## src/rtl/conv_sequencer_if.sv

```systemverilog
// Handshake and memory/filter bus between the conv sequencer and its host,
// weight memory and the integrationConv datapath.
interface conv_sequencer_if #(
  parameter int DATA_WIDTH = 16,
  parameter int ADDR_WIDTH = 13
) ();
  logic                  start;
  logic                  skip_load;
  logic                  abort;
  logic                  wt_rd_en;
  logic [ADDR_WIDTH-1:0] wt_addr;
  logic [DATA_WIDTH-1:0] wt_rdata;
  logic                  fw_valid;
  logic [1:0]            fw_layer;
  logic [ADDR_WIDTH-1:0] fw_index;
  logic [DATA_WIDTH-1:0] fw_data;
  logic                  conv_rst;
  logic                  out_capture;
  logic                  busy;
  logic                  done;

  modport master (
    input  start, skip_load, abort, wt_rdata,
    output wt_rd_en, wt_addr, fw_valid, fw_layer, fw_index, fw_data,
           conv_rst, out_capture, busy, done
  );

  modport slave (
    output start, skip_load, abort, wt_rdata,
    input  wt_rd_en, wt_addr, fw_valid, fw_layer, fw_index, fw_data,
           conv_rst, out_capture, busy, done
  );
endinterface

```

## src/rtl/conv_sequencer.sv

```systemverilog
// Sequences one image through integrationConv: stream all filter weights,
// hold the datapath out of reset for a fixed window, then strobe capture.
module conv_sequencer #(
  parameter int DATA_WIDTH = 16,
  parameter int WORDS_C1   = 150,
  parameter int WORDS_C2   = 2400,
  parameter int WORDS_C3   = 4608,
  parameter int RUN_CYCLES = 75050,
  parameter int ADDR_WIDTH = 13
) (
  input logic               clk,
  input logic               reset,
  conv_sequencer_if.master  bus
);

  localparam int TOTAL = WORDS_C1 + WORDS_C2 + WORDS_C3;
  localparam int RUN_W = (RUN_CYCLES > 1) ? $clog2(RUN_CYCLES) : 1;
  localparam logic [ADDR_WIDTH-1:0] LAST_ADDR = ADDR_WIDTH'(TOTAL - 1);
  localparam logic [ADDR_WIDTH-1:0] LAST_C1   = ADDR_WIDTH'(WORDS_C1 - 1);
  localparam logic [ADDR_WIDTH-1:0] LAST_C2   = ADDR_WIDTH'(WORDS_C2 - 1);
  localparam logic [RUN_W-1:0]      LAST_RUN  = RUN_W'(RUN_CYCLES - 1);

  typedef enum logic [2:0] {IDLE, LOAD, FLUSH, RUN, DONE} state_t;

  state_t                state_q, state_d;
  logic [ADDR_WIDTH-1:0] addr_q, addr_d;
  logic [1:0]            layer_q, layer_d;
  logic [ADDR_WIDTH-1:0] idx_q, idx_d;
  logic [RUN_W-1:0]      run_q, run_d;
  logic                  wv_q, wv_d;
  logic [1:0]            wl_q, wl_d;
  logic [ADDR_WIDTH-1:0] wi_q, wi_d;
  logic                  layerEnd;

  always_ff @(posedge clk or negedge reset) begin
    if (!reset) begin
      state_q <= IDLE;
      addr_q  <= '0;
      layer_q <= 2'd0;
      idx_q   <= '0;
      run_q   <= '0;
      wv_q    <= 1'b0;
      wl_q    <= 2'd0;
      wi_q    <= '0;
    end else begin
      state_q <= state_d;
      addr_q  <= addr_d;
      layer_q <= layer_d;
      idx_q   <= idx_d;
      run_q   <= run_d;
      wv_q    <= wv_d;
      wl_q    <= wl_d;
      wi_q    <= wi_d;
    end
  end

  assign layerEnd = ((layer_q == 2'd0) && (idx_q == LAST_C1)) ||
                    ((layer_q == 2'd1) && (idx_q == LAST_C2));

  // Counters rest at zero outside their owning state, so an abort or a
  // state exit needs no separate clearing path.
  always_comb begin
    state_d = state_q;
    addr_d  = '0;
    layer_d = 2'd0;
    idx_d   = '0;
    run_d   = '0;
    wv_d    = 1'b0;
    wl_d    = layer_q;
    wi_d    = idx_q;
    case (state_q)
      IDLE: begin
        if (bus.start) state_d = bus.skip_load ? RUN : LOAD;
      end
      LOAD: begin
        wv_d = 1'b1;
        if (addr_q == LAST_ADDR) begin
          state_d = FLUSH;
        end else begin
          addr_d = addr_q + 1'b1;
          if (layerEnd) begin
            layer_d = layer_q + 2'd1;
          end else begin
            layer_d = layer_q;
            idx_d   = idx_q + 1'b1;
          end
        end
      end
      FLUSH: state_d = RUN;
      RUN: begin
        if (run_q == LAST_RUN) state_d = DONE;
        else run_d = run_q + 1'b1;
      end
      DONE: state_d = IDLE;
      default: state_d = IDLE;
    endcase
    // Abort beats everything, including a coincident terminal count, and
    // drops whatever write was about to enter the delayed stage.
    if (bus.abort && (state_q != IDLE)) begin
      state_d = IDLE;
      addr_d  = '0;
      layer_d = 2'd0;
      idx_d   = '0;
      run_d   = '0;
      wv_d    = 1'b0;
    end
  end

  assign bus.wt_rd_en    = (state_q == LOAD);
  assign bus.wt_addr     = addr_q;
  assign bus.fw_valid    = wv_q;
  assign bus.fw_layer    = wl_q;
  assign bus.fw_index    = wi_q;
  assign bus.fw_data     = wv_q ? bus.wt_rdata : {DATA_WIDTH{1'b0}};
  assign bus.conv_rst    = (state_q != RUN) && (state_q != DONE);
  assign bus.out_capture = (state_q == DONE);
  assign bus.done        = (state_q == DONE);
  assign bus.busy        = (state_q != IDLE);

endmodule

```

## src/flat_wrapper.sv

```systemverilog
// flat-port wrapper written by rule: the top's interface ports become plain ports
module conv_sequencer_flat 
#(
  parameter int DATA_WIDTH = 16,
  parameter int WORDS_C1   = 150,
  parameter int WORDS_C2   = 2400,
  parameter int WORDS_C3   = 4608,
  parameter int RUN_CYCLES = 75050,
  parameter int ADDR_WIDTH = 13
)
  (clk, reset, bus_start, bus_skip_load, bus_abort, bus_wt_rdata, bus_wt_rd_en, bus_wt_addr, bus_fw_valid, bus_fw_layer, bus_fw_index, bus_fw_data, bus_conv_rst, bus_out_capture, bus_busy, bus_done);
  conv_sequencer_if #(.DATA_WIDTH(DATA_WIDTH), .ADDR_WIDTH(ADDR_WIDTH)) bus_i ();
  input logic clk;
  input logic reset;
  input wire logic [$bits(bus_i.start)-1:0] bus_start;
  input wire logic [$bits(bus_i.skip_load)-1:0] bus_skip_load;
  input wire logic [$bits(bus_i.abort)-1:0] bus_abort;
  input wire logic [$bits(bus_i.wt_rdata)-1:0] bus_wt_rdata;
  output wire logic [$bits(bus_i.wt_rd_en)-1:0] bus_wt_rd_en;
  output wire logic [$bits(bus_i.wt_addr)-1:0] bus_wt_addr;
  output wire logic [$bits(bus_i.fw_valid)-1:0] bus_fw_valid;
  output wire logic [$bits(bus_i.fw_layer)-1:0] bus_fw_layer;
  output wire logic [$bits(bus_i.fw_index)-1:0] bus_fw_index;
  output wire logic [$bits(bus_i.fw_data)-1:0] bus_fw_data;
  output wire logic [$bits(bus_i.conv_rst)-1:0] bus_conv_rst;
  output wire logic [$bits(bus_i.out_capture)-1:0] bus_out_capture;
  output wire logic [$bits(bus_i.busy)-1:0] bus_busy;
  output wire logic [$bits(bus_i.done)-1:0] bus_done;
  assign bus_i.start = bus_start;
  assign bus_i.skip_load = bus_skip_load;
  assign bus_i.abort = bus_abort;
  assign bus_i.wt_rdata = bus_wt_rdata;
  assign bus_wt_rd_en = bus_i.wt_rd_en;
  assign bus_wt_addr = bus_i.wt_addr;
  assign bus_fw_valid = bus_i.fw_valid;
  assign bus_fw_layer = bus_i.fw_layer;
  assign bus_fw_index = bus_i.fw_index;
  assign bus_fw_data = bus_i.fw_data;
  assign bus_conv_rst = bus_i.conv_rst;
  assign bus_out_capture = bus_i.out_capture;
  assign bus_busy = bus_i.busy;
  assign bus_done = bus_i.done;
  conv_sequencer #(.DATA_WIDTH(DATA_WIDTH), .WORDS_C1(WORDS_C1), .WORDS_C2(WORDS_C2), .WORDS_C3(WORDS_C3), .RUN_CYCLES(RUN_CYCLES), .ADDR_WIDTH(ADDR_WIDTH)) u_core (.clk(clk), .reset(reset), .bus(bus_i));
endmodule
```

## config.mk

```make
export PLATFORM = sky130hd
export DESIGN_NAME = conv_sequencer_flat
export DESIGN_NICKNAME = d
export VERILOG_FILES = /design/src/rtl/conv_sequencer_if.sv /design/src/rtl/conv_sequencer.sv /design/src/flat_wrapper.sv
export SDC_FILE = /design/constraint.sdc
export NUM_CORES = 1
export LEC_CHECK = 0
export CAP_MARGIN = 20
export CORE_MARGIN = 4
export CORE_UTILIZATION = 40
export DETAILED_ROUTE_END_ITERATION = 10
export PLACE_DENSITY = 0.66
export RECOVER_POWER = 100
export SETUP_SLACK_MARGIN = 0.02
export SYNTH_ARGS = -nofsm -noshare
export SYNTH_HDL_FRONTEND = slang
export SYNTH_SLANG_ARGS = --single-unit
```

## constraint.sdc

```tcl
create_clock -name clk -period 2.6 [get_ports clk]
set_clock_uncertainty 0.15 [all_clocks]
set_input_delay 0.52 -clock clk [delete_from_list [all_inputs] [get_ports clk]]
set_output_delay 0.52 -clock clk [all_outputs]
set_load 0.01 [all_outputs]
```

## Word-level counts from Yosys, hierarchy flattened

Index checks and enable logic that the tools add are counted.
Widths: inputs -> output; s select.

- Output and inout bits: 50
- Bits of input ports: 21
- Flip-flop bits (word level): 64
- Word-level logic and storage cells: 59

- $add $sub $neg: 4
- Reductions and logical operators: 9
- Eq/ne operators: 15
- Muxes and demuxes: 23

Operators with widths:

| operator | count |
|---|---|
| $mux 13 | 7 |
| $mux 17 | 3 |
| $add 13x1->13 const B | 2 |
| $add 17x1->17 const B | 1 |
| $eq 17x17->1 const B | 1 |
| $mux 16 | 1 |
| $eq 13x12->1 const B | 1 |
| $eq 13x13->1 const B | 1 |
| $eq 13x8->1 const B | 1 |
| $mux 3 | 4 |
| $pmux 3 s4 | 1 |
| $mux 2 | 5 |
| $eq 3x2->1 const B | 2 |
| $ne 3x1->1 const B | 2 |
| $ne 3x2->1 const B | 2 |
| $logic_and 1x1->1 | 4 |
| $ne 4x1->1 const B | 1 |
| $eq 3x1->1 const B | 1 |
| $eq 3x3->1 const B | 1 |
| $logic_not 3->1 | 1 |
| $ne 3x3->1 const B | 1 |
| $reduce_and 3->1 | 1 |
| $reduce_bool 3->1 | 1 |
| $add 2x1->2 const B | 1 |
| other kinds (4) | 5 |

## Depth between registers and ports, before layout

Gate-level depths: netlist (run 1).

- Word-level depth: 7
- Mapped depth: 8
- Gate-level depth less buffers: 6

## Worst setup path before layout (run 1)

OpenSTA, ideal clock, no wires.

- Path kind: reg-to-reg
- Start: register u_core.idx_q[0]
- End: register u_core.idx_q[4]
- Data required time: 2.325 ns
- Cell stages (with the launch flop): 7
- Arrival: 1.777 ns
- Period minus slack after synthesis: 2.053 ns
- Library setup time: 0.125 ns
- Path slack: 0.547 ns
- Buffers on the path: 1
- Path through: dfrtp_1 -> ha_1 -> nand3_1 -> or4_4 -> a211oi_4 -> buf_6 -> nor3_1

- Longest elaborated chain between the ends: 7
- Elaborated cells between the ends (all ways): 10
- Those cells by class: 1 x add/sub; 2 x eq/ne; 4 x mux; 3 x reduce/logical

RTL lines:

| what | line | text |
|---|---|---|
| start, declared | conv_sequencer.sv:28 | `logic [ADDR_WIDTH-1:0] idx_q, idx_d;` |
| start signal, assigned | conv_sequencer.sv:49 | `idx_q <= idx_d;` |
| branches (longest 3 deep; another with $add 13x1->13) | -- |  |
| $mux 13 (*) | conv_sequencer.sv:81 | `if (layerEnd) begin` |
| $mux 13 (*) | conv_sequencer.sv:77 | `if (addr_q == LAST_ADDR) begin` |
| $mux 13 (*) | conv_sequencer.sv:71 | `case (state_q)` |
| $mux 13 (*) | conv_sequencer.sv:99 | `if (bus.abort && (state_q != IDLE)) begin` |
| via u_core.idx_d[4] | conv_sequencer.sv:28 |  |

Mark *: on every way through the listed nets, which the timed path passes.
A chain may end at the register's enable or synchronous reset.

## Worst setup path in the final report (run 1)

- Start: register u_core.state_q[1]
- End: output bus_out_capture

- Longest elaborated chain between the ends: 1

RTL lines:

| what | line | text |
|---|---|---|
| start, declared | conv_sequencer.sv:25 | `state_t state_q, state_d;` |
| start signal, assigned | conv_sequencer.sv:46 | `state_q <= state_d;` |
| $eq 3x3->1 | conv_sequencer.sv:116 | `assign bus.out_capture = (state_q == DONE);` |
| end, declared | flat_wrapper.sv:26 | `output wire logic [$bits(bus_i.out_capture)-1:0] bus_out_capture;` |

No other way between the ends.

==> results of run 1 <==
layout make-up:
type | instances | area (um2)
Multi-Input combinational cell | 200 | 1289
Fill cell | 683 | 3259
Inverter | 14 | 52.55
Clock inverter | 6 | 67.56
Timing Repair Buffer | 75 | 721.9
Tap cell | 99 | 123.9
Clock buffer | 10 | 137.6
Sequential cell | 64 | 1602
power groups by stage:
stage          clock [mW]  sequential, mW  combinational (mW)
2_1_floorplan           0            1.11               0.241
6_report            0.862            1.12               0.449
5_1_grt             0.933            1.13               0.491
3_3_place_gp            0            1.13               0.486
3_5_place_dp            0            1.14               0.490
4_1_cts             0.888            1.12               0.490
worst max-delay path, stage by stage (launching register included):
cell,delay [ns]
sky130_fd_sc_hd__dfrtp_1,0.50
sky130_fd_sc_hd__nor3b_2,0.29
sky130_fd_sc_hd__dlygate4sd3_1,0.64
cell families (layout without fill, tap and decap cells):
logic type | Yosys count | after routing | share of synthesized area
compound gates | 10 | 10 | 0.02887
xor+xnor | 36 | 36 | 0.1054
fa+ha+maj | 8 | 8 | 0.03347
buf+inv | 23 | 105 | 0.03472
flops | 64 | 64 | 0.5356
mux | 2 | 2 | 0.006695
simple gates | 144 | 144 | 0.2552
registers in the layout (all words and copies together) (netlist names):
name / flops
u_core.bus.wt_addr: 13
u_core.layer_q: 2
u_core.idx_q: 13
u_core.bus.fw_index: 13
u_core.bus.fw_valid: 1
u_core.state_q: 3
u_core.run_q: 17
u_core.bus.fw_layer: 2
metal layers:
| layer | part of all wire | global-route usage |
|---|---|---|
| met2 | 0.50 | 0.2482 |
| met3 | 0.036 | 0.04622 |
| met5 | 0 | 0 |
| met4 | 0.016 | 0.05649 |
| met1 | 0.44 | 0.1773 |
timing repair:
item / CTS / global route
gates resized for setup: 0 / 1
endpoints found under the hold margin: 0 / 0
setup endpoints to repair: 0 / 3
path summary, 6_finish.rpt:
kind,start,endpoint,slack (ns),depth (start not counted)
setup / recovery,u_core.state_q[1],bus_out_capture,0.16,2
hold / removal,u_core.layer_q[1],u_core.bus.fw_layer[1],0.26,0
setup reg to reg,u_core.idx_q[0],u_core.layer_q[1],0.23,6
hold reg to reg,u_core.layer_q[1],u_core.bus.fw_layer[1],0.26,0
max in group asynchronous,reset,u_core.bus.wt_addr[8],0.93,2
min in group asynchronous,reset,u_core.bus.fw_index[0],0.47,2
cell usage in the layout (no fill, tap or decap), drive strengths merged, types with 2 or more instances in the layout:
cell type	instances
a21oi	2
and2	16
buf	2
clkbuf	14
clkdlybuf4s50	29
clkinv	2
clkinvlp	2
dfrtp	64
dlygate4sd3	40
ha	8
inv	15
mux2i	2
nand2	12
nand3	18
nand4	10
nand4b	2
nor2	40
nor3	23
nor3b	2
nor4	9
nor4b	2
o311ai	2
o31ai	2
or3	2
or4	2
xnor2	29
xor2	7
metrics by stage:
stage	instances	total power [mW]	utilization	setup slack, ns
floorplan	287	1.348	-	0.5473
global placement	452	1.618	0.5261	0.3076
detailed placement	452	1.626	0.5261	0.3021
CTS	468	2.495	0.5544	0.09051
global route	468	2.554	0.5506	0.07663
finish	468	2.429	0.5506	0.1594
==> impl_metrics.yaml, run 1 <==
detailed_routing:
  vias_cell: 4.870
  routed_wirelength_um: 6121
  detailroute.via_count: 2279
  post-route-drc-count: 0
  detail_route.first_pass.iterations: 5
  first_iter_violations: 53
  route.detailed.wl_per_inst_um: 13.08
  ant_nets: 0
yosys:
  synth.distinct_cells: 40
  asyncSetResetFlopFracSynth: 1.000
  mappedNetlistArea_um2: 2990
  ys_ff_latch: 64
  synth.yosys.seq_area_share: 0.5356
  netlist_instances: 287
  synth_top_cell_area_share: 0.5356
  synth_edf_count: 0
  synth.area.top_cells: "sky130_fd_sc_hd__dfrtp_1 (54%), sky130_fd_sc_hd__xnor2_1 (8.5%), sky130_fd_sc_hd__nor2_1 (5.0%)"
  synthFlopType: "sky130_fd_sc_hd__dfrtp_1"
  syn-mean-instance-area_um2: 10.42
  synth.yosys.warnings: 0
  synth_most_common_cell: "sky130_fd_sc_hd__dfrtp_1"
  post_synth_most_frequent_cells: "sky130_fd_sc_hd__dfrtp_1 (64), sky130_fd_sc_hd__nor2_1 (40), sky130_fd_sc_hd__xnor2_1 (29), sky130_fd_sc_hd__nor3_1 (22), sky130_fd_sc_hd__nand3_1 (18)"
  postSynthNetCount: 316
  synth_area_leader_cell: "sky130_fd_sc_hd__dfrtp_1"
power_and_ir_drop:
  power_density_nw_per_um2: 608.3
  comb_power_share: 0.185
  peakVddDrop_mv: 0.3794
  cellLeakagePower_nw: 1.654
  netSwitchingPower_mw: 0.6880
  portion_of_total_power_attributed_to_sequential_cells: 0.460
  switching_share: 0.2832
  cell_internal_pwr_mw: 1.741
  clkPwrFrac: 0.355
timing:
  maxSlewViolCount: 0
  max-slew-margin-rel: 0.0005697
  final_period_minus_worst_setup_slack_ns: 2.441
  setup_repair_after_global_routing_missed_its_margin: "no"
  timing.final.crit_share: 0.9387
  finalHoldViolCount: 0
  fin_worst_hold_slack_ns: 0.2618
  achievable-frequency_ghz: 0.4097
  finalSetupViolations: 0
  final.setup.tns_ns: 0
  least_margin_pin_slew_ns: 1.499
cts:
  cts_tree: "done"
  clock_sink_count: 64
  post-cts-setup-buffers: 0
  clock_insertion_delay_worst_skew_ns: 0.35
  ctsLongestPathBuffers: 2
  cts_root_buffer: "sky130_fd_sc_hd__clkbuf_8"
  ctsHoldBuffers: 0
  numCtsBuffers: 9
  cts_max_level: 3
  clk_pin_slew_worst_paths_ns: 0.07
global_routing:
  global_route.overflow_total: 0
  grt_util_all_layers: 0.1478
  global_route_wire_length_before_repair_um: 10340
  number_of_antenna_violations_at_the_first_check_in_global_routing: 0
  grt_max_degree: 65
  first_global_vias: 2177
floorplan:
  initial_utilization: 0.4123
  number_of_cell_rows: 31
  die_y_um: 94.47
  die_width_um: 94.47
  design.portCount: 71
  dieArea_um2: 8924
  core_area_um2: 7253
cells_and_area:
  area_delta_synth_final_pct: 33.56
  final_design_area_no_fill_um2: 3994
  final_nets: 393
  antenna-diode-count: 0
  drive_gt1_frac: 0.08130
worst_setup_path:
  crit_type: "reg2out"
  cp_max_fo: 11
  setup.worst_path.end_class: "output pin"
  cp_data_required_time_ns: 1.93
  timing.critical_path.arrival_ns: 1.77
  crit_path_start_kind: "flip-flop"
place:
  postPlaceCellArea_um2: 3816
  buffer_ports.inserted: 70
  routabilityCongestion: 0.7689
  dp_hpwl_um: 4328
hold_path:
  timing.hold.worst.class: "reg2reg"
outcome:
  run_status: "finished, violations left"
  violations: "max-capacitance violations"
job:
  max_cap_viol_count: 1
(Power assumes the default switching activity.)
==> inputs of run 2 (changes only) <==
Clock period 2.6 ns to 3.1 ns, I/O delays scaled along.
==> impl_metrics.yaml, run 2 (synthesis gave the netlist of run 1 again) <==
worst_setup_path:
  r2r-start: "u_core.idx_q[0]"
  worst_path_largest_cell_delay_ns: 0.58
  crit_type: "reg2reg"
  worst-path-buf-inv: 1
  worst_setup_path_startpoint: "u_core.idx_q[0]"
  path_cells: "ha_1 > nand3_1 > or4_1 > a211oi_4 > clkbuf_1 > mux2i_1"
  cp_max_fo: 15
  cp_data_required_time_ns: 3.21
  crit_path_start_kind: "flip-flop"
  cp_slowest_cell: "sky130_fd_sc_hd__clkbuf_1"
  critical_path.top_delay_family: "simple AND/OR/NAND/NOR gates"
  setup.worst_path.end_class: "flip-flop"
  timing.critical_path.arrival_ns: 2.73
floorplan:
  initial_utilization: 0.4123
  dieArea_um2: 8924
  number_of_cell_rows: 31
  die_y_um: 94.47
  design.portCount: 71
  die_width_um: 94.47
  core_area_um2: 7253
place:
  postPlaceCellArea_um2: 3804
  routabilityCongestion: 0.7670
  buffer_ports.inserted: 70
  dp_hpwl_um: 4510
  placedCellCount: 452
cells_and_area:
  largest_reg_flops: 17
  drive_gt1_frac: 0.05722
  area_delta_synth_final_pct: 31.34
  antenna-diode-count: 0
  final_core_util: 0.5415
  final_cell_mix: "sky130_fd_sc_hd__dfrtp_1 (64), sky130_fd_sc_hd__dlygate4sd3_1 (51), sky130_fd_sc_hd__nor2_1 (40), sky130_fd_sc_hd__xnor2_1 (29), sky130_fd_sc_hd__nor3_1 (23)"
  top_register: "u_core.run_q"
  layout_commonest_cell: "sky130_fd_sc_hd__dfrtp_1"
  final_nets: 393
  final_standard_cell_count_with_taps_included_and_fillers_excluded: 466
  final_design_area_no_fill_um2: 3928
cts:
  cts_root_buffer: "sky130_fd_sc_hd__clkbuf_8"
  ctsHoldBuffers: 0
  numCtsBuffers: 9
  post-cts-setup-buffers: 0
  post_cts_resized: 0
  clock_insertion_delay_worst_skew_ns: 0.34
  clock_sink_count: 64
  ctsLongestPathBuffers: 2
  cts_tree: "done"
  cts_max_level: 3
  clk_pin_slew_worst_paths_ns: 0.06
timing:
  max-slew-margin-rel: 0.1035
  finalSetupViolations: 0
  maxSlewViolCount: 0
  setup_repair_after_global_routing_missed_its_margin: "no"
  final_period_minus_worst_setup_slack_ns: 2.623
  finalHoldViolCount: 0
  achievable-frequency_ghz: 0.3813
  timing.final.crit_share: 0.8460
  final.setup.tns_ns: 0
  least_margin_pin_slew_ns: 1.345
global_routing:
  grt_max_degree: 29
  number_of_antenna_violations_at_the_first_check_in_global_routing: 0
  first_global_vias: 2248
  global_route_wire_length_before_repair_um: 10660
  global_route.overflow_total: 0
  grt_util_all_layers: 0.1527
detailed_routing:
  first_iter_violations: 156
  route.detailed.wl_per_inst_um: 13.38
  vias_cell: 4.856
  ant_nets: 0
  detailroute.via_count: 2263
  routed_wirelength_um: 6234
  detail_route.first_pass.iterations: 4
  post-route-drc-count: 0
hold_path:
  timing.hold.worst.class: "reg2reg"
  hold_path_origin: "u_core.layer_q[1]"
power_and_ir_drop:
  total_power_mw: 1.883
  peakVddDrop_mv: 0.2158
  power_density_nw_per_um2: 479.5
  cellLeakagePower_nw: 1.653
job:
  max_cap_viol_count: 0
outcome:
  run_status: "finished clean"
## run 2: cell type report
| cell class | count | area [um2] |
|---|---|---|
| fillers | 687 | 3326 |
| repair buffers | 75 | 713.2 |
| clock buffers | 10 | 137.6 |
| clock inverters | 4 | 22.52 |
| well taps | 99 | 123.9 |
| flip-flops and latches | 64 | 1602 |
| multi-input cells | 200 | 1276 |
| inverters | 14 | 52.55 |
## run 2: stage by stage
stage | hold slack [ns] | worst slack, ns
after floorplan | 0.1744 | 1.047
after global placement | 0.2531 | 0.5999
after detailed placement | 0.2487 | 0.5643
after CTS | 0.05769 | 0.4931
after global routing | 0.2783 | 0.2536
final | 0.2570 | 0.4774
## run 2: path summary, 6_finish.rpt
kind | to | slack [ns] | depth (start not counted)
worst max-delay path | u_core.layer_q[1] | 0.48 | 6
worst min-delay path | u_core.bus.fw_layer[1] | 0.26 | 0
worst max register to register | u_core.layer_q[1] | 0.48 | 6
worst min register to register | u_core.bus.fw_layer[1] | 0.26 | 0
max in group asynchronous | u_core.run_q[5] | 0.74 | 2
min in group asynchronous | u_core.bus.wt_addr[0] | 0.29 | 1
## run 2: where the power goes
| part | switching, mW | leakage (nW) | internal, mW |
|---|---|---|---|
| combinational | 0.184 | 0.681 | 0.175 |
| clock | 0.293 | 0.0838 | 0.298 |
| sequential | 0.0614 | 0.888 | 0.873 |
| total | 0.538 | 1.65 | 1.35 |
## run 2: routing by layer
layer	vias to the layer above	wire length (um)	GRT usage
met5	-	0	0
li1	1139	-	-
met4	0	110	0.05409
met2	47	3133	0.2618
met3	9	247	0.04382
met1	1068	2742	0.1832
## run 2: worst reg2reg max path, stage by stage, from the launching register on
cell                       delay, ns
sky130_fd_sc_hd__dfrtp_1        0.41
sky130_fd_sc_hd__ha_1           0.27
sky130_fd_sc_hd__nand3_1        0.13
sky130_fd_sc_hd__or4_1          0.54
sky130_fd_sc_hd__a211oi_4       0.21
sky130_fd_sc_hd__clkbuf_1       0.58
sky130_fd_sc_hd__mux2i_1        0.25
==> inputs of run 3 (changes only) <==
Clock period 3.1 ns to 2.42 ns, I/O delays scaled along.
==> impl_metrics.yaml, run 3 (synthesis gave the netlist of run 1 again) <==
cells_and_area:
  area_delta_synth_final_pct: 34.77
  largest_reg_flops: 17
  antenna-diode-count: 0
  final_nets: 396
  fillers: 648
  top_register: "u_core.run_q"
  final_cell_mix: "sky130_fd_sc_hd__dfrtp_1 (63), sky130_fd_sc_hd__nor2_1 (40), sky130_fd_sc_hd__clkdlybuf4s50_1 (40), sky130_fd_sc_hd__dlygate4sd3_1 (30), sky130_fd_sc_hd__xnor2_1 (29)"
  layout_commonest_cell: "sky130_fd_sc_hd__dfrtp_1"
  drive_gt1_frac: 0.08333
timing:
  maxSlewViolCount: 0
  slack_of_the_critical_path_ns: 0.1154
  max-slew-margin-rel: 0.4476
  timing.final.crit_share: 0.9523
  fin_worst_hold_slack_ns: 0.2564
  finalSetupViolations: 0
  finalHoldViolCount: 0
  final.setup.tns_ns: 0
  final_period_minus_worst_setup_slack_ns: 2.305
  setup_repair_after_global_routing_missed_its_margin: "no"
  least_margin_pin_slew_ns: 0.8286
  achievable-frequency_ghz: 0.4339
power_and_ir_drop:
  cellLeakagePower_nw: 1.640
  peakVddDrop_mv: 0.3790
  power_density_nw_per_um2: 650.4
detailed_routing:
  ant_nets: 0
  vias_cell: 4.803
  route.detailed.wl_per_inst_um: 12.91
  detail_route.first_pass.iterations: 4
  detailroute.via_count: 2262
  routed_wirelength_um: 6079
  first_iter_violations: 133
  post-route-drc-count: 0
worst_setup_path:
  cp_max_fo: 11
  worst-path-buf-inv: 1
  setup.worst_path.end_class: "output pin"
  crit_type: "reg2out"
  worst_path_largest_cell_delay_ns: 0.49
  path_cells: "or3_1 > clkdlybuf4s50_1"
  cp_data_required_time_ns: 1.79
  crit_path_start_kind: "flip-flop"
  critical_path.top_delay_family: "buffers and inverters"
  timing.critical_path.arrival_ns: 1.67
  cp_slowest_cell: "sky130_fd_sc_hd__clkdlybuf4s50_1"
cts:
  cts_tree: "done"
  numCtsBuffers: 9
  clock_sink_count: 64
  cts_max_level: 3
  clk_pin_slew_worst_paths_ns: 0.07
  ctsLongestPathBuffers: 2
  clock_insertion_delay_worst_skew_ns: 0.33
  cts_root_buffer: "sky130_fd_sc_hd__clkbuf_8"
floorplan:
  number_of_cell_rows: 31
  design.portCount: 71
  die_width_um: 94.47
  die_y_um: 94.47
  dieArea_um2: 8924
  initial_utilization: 0.4123
  core_area_um2: 7253
place:
  dp_hpwl_um: 4391
  pre_cts_ws_ns: 0.1833
  buffer_ports.inserted: 70
  routabilityCongestion: 0.7677
hold_path:
  timing.hold.worst.class: "reg2reg"
global_routing:
  grt_util_all_layers: 0.1499
  global_route_wire_length_before_repair_um: 10490
  first_global_vias: 2275
  number_of_antenna_violations_at_the_first_check_in_global_routing: 0
  global_route.overflow_total: 0
  grt_max_degree: 65
job:
  max_cap_viol_count: 0
outcome:
  run_status: "finished clean"
==> run 3: per-stage QoR <==
step                      instances  power [mW]  cell area (um2)    util
after global placement          454       1.744             3844  0.5299
final                           471       2.621             4030  0.5556
after CTS                       471       2.691             4064  0.5603
after global routing            471       2.763             4030  0.5556
after detailed placement        454       1.751             3844  0.5299
after floorplan                 287       1.449             2990       -
==> run 3: worst register-to-register path, delay by kind of cell, from the launching register on <==
family,cells,cell delay [ns]
flops,1,0.42
simple gates,2,0.68
compound gates,1,0.27
fa+ha+maj,1,0.26
buf+inv,1,0.18
mux,1,0.20
==> run 3: path summary, 6_finish.rpt <==
kind                       slack, ns                endpoint  cells past startpoint              start
max                             0.12                bus_busy                      2  u_core.state_q[1]
min                             0.26  u_core.bus.fw_layer[1]                      0  u_core.layer_q[1]
max reg2reg                     0.18       u_core.layer_q[0]                      6    u_core.idx_q[0]
min reg2reg                     0.26  u_core.bus.fw_layer[1]                      0  u_core.layer_q[1]
max in group asynchronous       0.79       u_core.state_q[1]                      3              reset
min in group asynchronous       0.75  u_core.bus.fw_index[0]                      3              reset
==> run 3: power breakdown <==
group          switching (mW)  internal [mW]  leakage (nW)
clock network           0.411          0.506        0.0989
logic                   0.237          0.266         0.654
registers              0.0818           1.12         0.887
==> run 3: timing repair <==
action | CTS | global route
gates resized for setup | 1 | 3
setup endpoints to repair | 3 | 5
setup buffers | 0 | 0
endpoints found under the hold margin | 23 | 0
hold buffers | 1 | 0
==> run 3: routing by layer <==
metal	GRT usage	share of wire	vias to the layer above
li1	-	-	1137
met2	0.2482	0.49	44
met1	0.1839	0.46	1073
met5	0	0	-
met4	0.05889	0.014	0
met3	0.04462	0.034	8
==> run 3: cell type report <==
class,count,area (um2),area share
repair buffers,78,764.5,0.1897
clock inverters,6,67.56,0.01676
inverters,14,52.55,0.01304
clock buffers,10,137.6,0.03415
flip-flops and latches,64,1603,0.3977
well taps,99,123.9,0.03074
multi-input cells,200,1281,0.3179
